$ cat src/rtl/mau_pkg.sv
// rtl/mau_pkg.sv - size encodings, FSM states and alignment check for mem_access_unit
package mau_pkg;

  localparam logic [1:0] SZ_BYTE = 2'b00;
  localparam logic [1:0] SZ_HALF = 2'b01;
  localparam logic [1:0] SZ_WORD = 2'b10;

  typedef enum logic [1:0] {
    IDLE  = 2'b00,
    READ  = 2'b01,
    WRITE = 2'b10,
    RESP  = 2'b11
  } state_t;

  // Reserved size 11 is reported the same way as a misaligned access.
  function automatic logic misaligned(input logic [1:0] size, input logic [1:0] lo);
    return ((size == SZ_HALF) && lo[0]) ||
           ((size == SZ_WORD) && (lo != 2'b00)) ||
           (size == 2'b11);
  endfunction

endpackage

$ cat src/rtl/mau_lane.sv
// rtl/mau_lane.sv - little-endian lane extract/extend for loads and read-modify-write merge for stores
module mau_lane
  import mau_pkg::*;
(
  input  logic [1:0]  size,
  input  logic        sign,
  input  logic [1:0]  offset,
  input  logic [31:0] rword,
  input  logic [31:0] wdata,
  output logic [31:0] ldata,
  output logic [31:0] mdata
);

  logic [7:0]  lb;
  logic [15:0] lh;

  assign lb = rword[{offset, 3'b000} +: 8];
  assign lh = rword[{offset[1], 4'b0000} +: 16];

  always_comb begin
    ldata = rword;
    mdata = wdata;
    case (size)
      SZ_BYTE: begin
        ldata = {{24{sign & lb[7]}}, lb};
        mdata = rword;
        mdata[{offset, 3'b000} +: 8] = wdata[7:0];
      end
      SZ_HALF: begin
        ldata = {{16{sign & lh[15]}}, lh};
        mdata = rword;
        mdata[{offset[1], 4'b0000} +: 16] = wdata[15:0];
      end
      default: ;
    endcase
  end

endmodule

$ cat src/rtl/mem_access_unit.sv
// rtl/mem_access_unit.sv - load/store unit between core and word-wide data memory
module mem_access_unit
  import mau_pkg::*;
#(
  parameter int ADDR_W = 14
) (
  input  logic              clk,
  input  logic              rst,
  input  logic              req_valid,
  output logic              req_ready,
  input  logic              req_we,
  input  logic [1:0]        req_size,
  input  logic              req_sign,
  input  logic [ADDR_W-1:0] req_addr,
  input  logic [31:0]       req_wdata,
  output logic              resp_valid,
  output logic [31:0]       resp_rdata,
  output logic              resp_err,
  output logic [ADDR_W-1:0] dm_addr,
  output logic [31:0]       dm_din,
  output logic              dm_we,
  input  logic [31:0]       dm_dout
);

  state_t            state, state_nxt;
  logic              we_q, sign_q, err_q;
  logic [1:0]        size_q;
  logic [ADDR_W-1:0] addr_q;
  logic [31:0]       wdata_q, data_q;
  logic [31:0]       ldata, mdata;
  logic              accept, req_mis;

  assign req_ready = (state == IDLE);
  assign accept    = req_valid & req_ready;
  assign req_mis   = misaligned(req_size, req_addr[1:0]);

  always_ff @(posedge clk or posedge rst) begin
    if (rst) state <= IDLE;
    else     state <= state_nxt;
  end

  always_comb begin
    state_nxt = state;
    case (state)
      IDLE: begin
        if (accept) begin
          if (req_mis)                          state_nxt = RESP;
          else if (req_we && req_size == SZ_WORD) state_nxt = WRITE;
          else                                  state_nxt = READ;
        end
      end
      READ:    state_nxt = we_q ? WRITE : RESP;
      WRITE:   state_nxt = RESP;
      default: state_nxt = IDLE;
    endcase
  end

  // data_q holds the extended load result or the merged store word after READ.
  always_ff @(posedge clk or posedge rst) begin
    if (rst) begin
      we_q    <= 1'b0;
      sign_q  <= 1'b0;
      err_q   <= 1'b0;
      size_q  <= 2'b00;
      addr_q  <= '0;
      wdata_q <= '0;
      data_q  <= '0;
    end else if (accept) begin
      we_q    <= req_we;
      sign_q  <= req_sign;
      err_q   <= req_mis;
      size_q  <= req_size;
      addr_q  <= req_addr;
      wdata_q <= req_wdata;
      data_q  <= '0;
    end else if (state == READ) begin
      data_q  <= we_q ? mdata : ldata;
    end
  end

  mau_lane u_lane (
    .size   (size_q),
    .sign   (sign_q),
    .offset (addr_q[1:0]),
    .rword  (dm_dout),
    .wdata  (wdata_q),
    .ldata  (ldata),
    .mdata  (mdata)
  );

  assign resp_valid = (state == RESP);
  assign resp_err   = resp_valid & err_q;
  assign resp_rdata = (resp_valid && !we_q && !err_q) ? data_q : 32'h0;
  assign dm_we      = (state == WRITE);
  assign dm_addr    = (state == READ || state == WRITE) ? {addr_q[ADDR_W-1:2], 2'b00} : '0;
  assign dm_din     = dm_we ? ((size_q == SZ_WORD) ? wdata_q : data_q) : 32'h0;

endmodule

$ cat config.mk
export PLATFORM = sky130hd
export DESIGN_NAME = mem_access_unit
export DESIGN_NICKNAME = d
export VERILOG_FILES = /design/src/rtl/mau_pkg.sv /design/src/rtl/mau_lane.sv /design/src/rtl/mem_access_unit.sv
export SDC_FILE = /design/constraint.sdc
export NUM_CORES = 1
export LEC_CHECK = 0
export CAP_MARGIN = 20
export CORE_AREA = 2 2 121 123
export DETAILED_ROUTE_END_ITERATION = 10
export DIE_AREA = 0 0 123 125
export PLACE_DENSITY = 0.76
export SYNTH_ARGS = -nofsm -noshare
export SYNTH_HDL_FRONTEND = slang
export SYNTH_SLANG_ARGS = --single-unit
$ cat constraint.sdc
create_clock -name clk -period 2.4 [get_ports clk]
set_clock_uncertainty 0.1 [all_clocks]
set_input_delay 0.24 -clock clk [delete_from_list [all_inputs] [get_ports clk]]
set_output_delay 0.24 -clock clk [all_outputs]
set_load 0.02 [all_outputs]
**After elaboration in Yosys (flattened, before gate mapping)**

Cells that the tools add are included.

- Flip-flop bits (word level): 85
- Input bits: 85
- Output and inout bits: 82
- Logic and storage cells: 59

- Add/sub/neg operators: 2
- Equality and inequality tests: 9
- Shift-type cells: 6
- Mux-type cells: 16
- Bitwise operators: 4
- Reduce and logical (&&, ||, !) cells: 14

Operators by type and width:

| operator | count |
|---|---|
| 32-bit two-way mux | 6 |
| 32-bit case mux with 2 select lines | 2 |
| 32-bit bitwise mux | 2 |
| 16-bit by 7-bit variable shift with 32-bit output, first input constant | 1 |
| 8-bit by 7-bit variable shift with 32-bit output, first input constant | 1 |
| 16-bit by 7-bit variable part select with 32-bit output | 1 |
| 32-bit by 6-bit variable part select with 16-bit output | 1 |
| 32-bit by 6-bit variable part select with 8-bit output | 1 |
| 8-bit by 7-bit variable part select with 32-bit output | 1 |
| 14-bit two-way mux | 1 |
| 5-bit negator with 7-bit output | 2 |
| 2-bit equality test, second input constant | 5 |
| 2-bit by 1-bit equality test with 1-bit output, second input constant | 3 |
| 2-bit two-way mux | 3 |
| 2-bit case mux with 3 select lines | 1 |
| 1-bit logical AND | 5 |
| 1-bit bitwise AND | 4 |
| 2-bit zero test | 2 |
| 2-bit nonzero test | 2 |
| 1-bit logical OR | 3 |
| 1-bit zero test | 2 |
| 2-bit by 1-bit != test with 1-bit output, second input constant | 1 |
| 1-bit two-way mux | 1 |

**Logic depth before layout (Yosys ltp)**

- Depth in word-level cells: 7
- Mapped depth: 10
- Gate-level depth less buffers: 7

**By module**

A second synthesis with hierarchy kept.

- Cells, all modules: 796
- Area, all modules: 6,458.7 µm²

By module, submodules not included:

| module | times used | cells an instance | area each (µm²) | sequential area each (µm²) |
|---|---|---|---|---|
| mem_access_unit | 1 | 541 | 4,640.7 | 2,127.0 |
| mau_lane | 1 | 255 | 1,818.0 | 0.0 |

**Worst setup path before layout**

OpenSTA, ideal clock, no wires.

- Kind: reg-to-reg
- Start point: reg addr_q[1]
- End point: reg data_q[14]
- Library setup time: 121 ps
- Arrival time: 2,303 ps
- Data required time: 2,179 ps
- Path slack: -124 ps
- Stages on the path, launching flop included: 11
- Path buffers: 3
- Period minus slack after synthesis: 2,524 ps
- Cells stage by stage: dfrtp_1 > buf_6 > inv_1 > clkbuf_1 > ha_1 > or3b_2 > clkbuf_1 > a21oi_1 > o21a_1 > a311oi_1 > a22o_1

- Cells in the longest elaborated chain, start to end: 7
- Elaborated cells on any way between the ends: 16
- Classes of those cells: add/sub: 2; shift: 6; mux: 7; bitwise: 1

Ends and longest elaborated chain:

| what | RTL line | text |
|---|---|---|
| start: declaration | mem_access_unit.sv:28 | `logic [ADDR_W-1:0] addr_q;` |
| start signal: assignment | mem_access_unit.sv:73 | `addr_q <= req_addr;` |
| 5-bit negator with 7-bit output, on equally long branches | mau_lane.sv:32, mau_lane.sv:27 |  |
| 16-bit by 7-bit variable part select with 32-bit output (tied with other cells) | mau_lane.sv:32 | `mdata[{offset[1], 4'b0000} +: 16] = wdata[15:0];` |
| 32-bit bitwise mux, on equally long branches | mau_lane.sv:32, mau_lane.sv:27 |  |
| 32-bit case mux with 2 select lines | mau_lane.sv:23 | `case (size)` |
| 32-bit two-way mux * | mem_access_unit.sv:77 | `data_q <= we_q ? mdata : ldata;` |
| 32-bit two-way mux * | mem_access_unit.sv:76 | `end else if (state == READ) begin` |
| 32-bit two-way mux * | mem_access_unit.sv:68 | `end else if (accept) begin` |
| end signal: assignment | mem_access_unit.sv:77 |  |
| end: declaration | mem_access_unit.sv:29 | `logic [31:0] wdata_q, data_q;` |

Every way passes the cells marked *; elsewhere a longest branch is shown, timed or not. The select of a mux whose other input is x is not followed.
A chain may end at the register's enable or synchronous reset.

**Worst setup path after layout**

- Start point: reg state[0]
- End point: out dm_addr[12]

- Cells in the longest elaborated chain, start to end: 3
- Elaborated cells on any way between the ends: 4
- Classes of those cells: eq/ne: 2; mux: 1; reduce/logical: 1

Ends and longest elaborated chain:

| what | RTL line | text |
|---|---|---|
| start: declaration | mem_access_unit.sv:25 | `state_t state, state_nxt;` |
| start signal: assignment | mem_access_unit.sv:39 | `else state <= state_nxt;` |
| 2-bit by 1-bit equality test with 1-bit output or 2-bit equality test (tied branches) | mem_access_unit.sv:95 | `assign dm_addr = (state == READ \|\| state == WRITE) ? {addr_q[ADDR_W-1:2], 2'b00} : '0;` |
| 1-bit logical OR * | mem_access_unit.sv:95 |  |
| 14-bit two-way mux * | mem_access_unit.sv:95 |  |
| end: declaration | mem_access_unit.sv:19 | `output logic [ADDR_W-1:0] dm_addr,` |

Every way passes the cells marked *; elsewhere a longest branch is shown, timed or not.

==> results.py <==
metrics = {
    "clock_tree": {
        "root_buffer": "clkbuf_16",
        "clk_latency_ns": 0.35,
        "clkSinkCount": 85,
        "cts_max_level": 3,
        "path_clk_slew_ns": 0.07,
        "clock_path_buffers": 2,
        "tritoncts": "yes",
        "cts_buffers": 9,
    },
    "timing": {
        "hold_viol_final": 0,
        "finalMaxSlewViolations": 0,
        "max_freq_mhz": 428.6,
        "setup_ws_ns": 0.06676,
        "period_share_pct": 97.22,
        "rsz0062_at_grt": "no",
        "setup_viol": 0,
        "setup_tns_ns": 0,
        "finalCriticalPeriod_ns": 2.333,
        "whs_ns": 0.1027,
        "worst_slew_pin_slew_ns": 0.7225,
        "max_slew_margin_pct": 51.72,
    },
    "power": {
        "fin_total_pwr_w": 0.01185,
        "pwr_density_cell_mw_per_mm2": 1396,
        "leakage_nw": 3.718,
        "ir_worst_vdd_uv": 1099,
    },
    "global_routing": {
        "grt_pass1_vias": 6215,
        "antenna_found_initial": 0,
        "grt_use_total_pct": 31.64,
        "overflow": 0,
        "grt_max_degree": 74,
        "grt_pass1_wl_um": 36920,
    },
    "floorplan": {
        "core_mm2": 0.01420,
        "start_util_pct": 42.43,
        "die_h_um": 125,
        "num_rows": 44,
        "die-area_mm2": 0.01538,
        "boundaryPins": 167,
        "die_w_um": 123,
    },
    "placement": {
        "io_buffers": 164,
        "gp_congestion": 0.9542,
        "place_hpwl_um": 17490,
        "pre_cts_ws_ns": 0.1770,
    },
    "synth": {
        "synthTopCellsByArea": "dfrtp_1, mux2_2, nand2_1",
        "syn_avg_cell_area_um2": 9.230,
        "yosys.area.top_type_share_pct": 35.29,
        "synthArstFlopShare_pct": 100.0,
        "synth_edf_count": 0,
        "synth_cells": 653,
        "yosys_warnings": 0,
        "yosysSeqAreaShare_pct": 35.29,
        "synth-seq-cells": 85,
        "syn_area_mm2": 0.006027,
        "synth_cell_type_count": 54,
        "yosysTopAreaCell": "dfrtp_1",
        "synthFlopType": "dfrtp_1",
    },
    "flow_run": {
        "maxCapViolCount": 0,
    },
    "final_layout": {
        "final_layout_size_suffix_gt1_share_pct": 20.00,
        "area_growth_pct": 40.79,
        "n_fill_cell": 1273,
        "nets": 934,
        "diodes": 0,
    },
    "critical_path": {
        "crit_fanout": 13,
        "cp-end-kind": "primary output",
        "crit_buf_inv": 2,
        "arrival_ns": 1.99,
        "start_kind": "flop",
        "crit_chain": "inv_1, ha_4, and2_1, clkdlybuf4s50_1",
        "cp.required_ns": 2.06,
        "slowest_stage": "clkdlybuf4s50_1",
        "criticalPathCategory": "reg2out",
        "max_stage_delay_ns": 0.60,
        "crit_family": "buffers and inverters",
    },
    "detailed_routing": {
        "drc_errors": 0,
        "drtIter0Drc": 714,
        "drtPass1Iterations": 5,
        "totalWireLength_um": 24060,
        "via_per_inst": 6.052,
        "ant_nets": 0,
        "num_vias": 6228,
        "routedWlPerCell_um": 23.38,
    },
    "run_status": {
        "status": "finished clean",
    },
    "worst_hold_path": {
        "hold_class": "in2async",
    },
}
-- sequential cells by signal (all words and copies together), names as in the netlist --
name / cells
data_q: 32
addr_q: 14
wdata_q: 32
sign_q: 1
state: 2
err_q: 1
size_q: 2
we_q: 1
-- final timing paths --
kind / cells after the start / end / start / slack (ns)
setup / recovery: 4 / dm_addr[12] / state[0] / 0.07
min in group clk: 1 / addr_q[10] / addr_q[10] / 0.40
max in group asynchronous: 3 / data_q[9] / rst / 1.39
hold / removal: 2 / addr_q[13] / rst / 0.10
hold reg to reg: 1 / addr_q[10] / addr_q[10] / 0.40
setup reg to reg: 7 / data_q[30] / addr_q[1] / 0.18
-- layer usage --
metal	GRT usage (%)	share of wire (%)
met1	44.87	44
met2	49.37	47
met3	5.246	7.8
met4	9.960	1.6
met5	0	0
-- report_power, final --
group / switching [W] / total (W) / internal (W)
Combinational: 0.00430 / 0.00767 / 0.00336
Sequential: 0.000610 / 0.00270 / 0.00209
Clock: 0.000636 / 0.00148 / 0.000843
Total: 0.00555 / 0.0118 / 0.00630
-- cells in the mapped netlist (all sizes together), types with 17 or more instances --
cell type and number:
nor2 21, mux2 67, o22ai 18, nand2 109, clkbuf 35, a21oi 27, a21boi 32, and2 45
dfrtp 85, o31ai 17, buf 18, a221oi 27, o21ai 21
-- cells by family (layout without fill, tap and decap cells) --
| logic type | Yosys count | in the layout | share of synthesized area [%] |
|---|---|---|---|
| AO/OA/AOI/OAI | 217 | 217 | 26.47 |
| adder cells (fa/ha/maj) | 9 | 9 | 1.868 |
| buffers and inverters | 65 | 256 | 4.671 |
| flip-flops | 85 | 85 | 35.29 |
| multiplexers | 80 | 80 | 16.13 |
| other | 1 | 2 | 0.06222 |
| AND/OR/NAND/NOR | 196 | 196 | 15.51 |
-- what timing repair did --
action                     4_1_cts  5_1_grt
gates resized for setup         70        8
hold buffers                     0        0
setup endpoints to repair       76        6
cloned                           0        0
setup buffers                    0        0
-- placed cells by master, fill, tap and decap left out, types with 2 or more instances in the layout --
cell,count
a211oi_1,11
a21boi_0,32
a21oi_1,26
a221o_1,5
a221oi_1,27
a222oi_1,5
a22o_1,14
a22oi_1,2
and2_1,45
buf_12,6
buf_4,58
clkbuf_16,9
clkdlybuf4s50_1,96
clkinv_1,2
clkinvlp_4,2
conb_1,2
dfrtp_1,85
dlygate4sd2_1,64
ha_1,8
inv_1,9
inv_6,2
mux2_2,67
mux2i_1,6
mux4_2,7
nand2_1,108
nor2_1,19
nor2_2,2
nor2b_1,2
nor3_1,4
nor4_1,2
o21a_1,7
o21ai_0,21
o21bai_1,16
o221ai_1,7
o22ai_1,18
o31ai_1,17
o32ai_1,2
o41ai_1,2
or2_2,2
-- worst reg2reg max path, stage by stage (launching register included) --
cell,delay (ns)
dfrtp_1,0.39
inv_1,0.11
buf_4,0.18
ha_1,0.23
nor4_4,0.55
a221oi_1,0.17
o31ai_1,0.26
o21bai_1,0.15
-- through the flow --
step                cell area, um2  utilization (%)  cells
global placement              8235            57.98   1013
global route                  8486            59.74   1029
finish                        8486            59.74   1029
CTS                           8478            59.69   1029
floorplan                     6036                -    654
detailed placement            8235            57.98   1013
-- cell type report --
| class | instances | area [um2] | share of cell area (%) |
|---|---|---|---|
| clock buffers | 10 | 239.0 | 2.816 |
| flip-flops and latches | 85 | 2127 | 25.07 |
| well taps | 184 | 230.2 | 2.713 |
| multi-input cells | 504 | 3659 | 43.11 |
| inverters | 12 | 48.80 | 0.5751 |
| repair buffers | 228 | 2113 | 24.90 |
| clock inverters | 6 | 68.82 | 0.8110 |
Note: power is estimated with default switching activity, not from simulation.
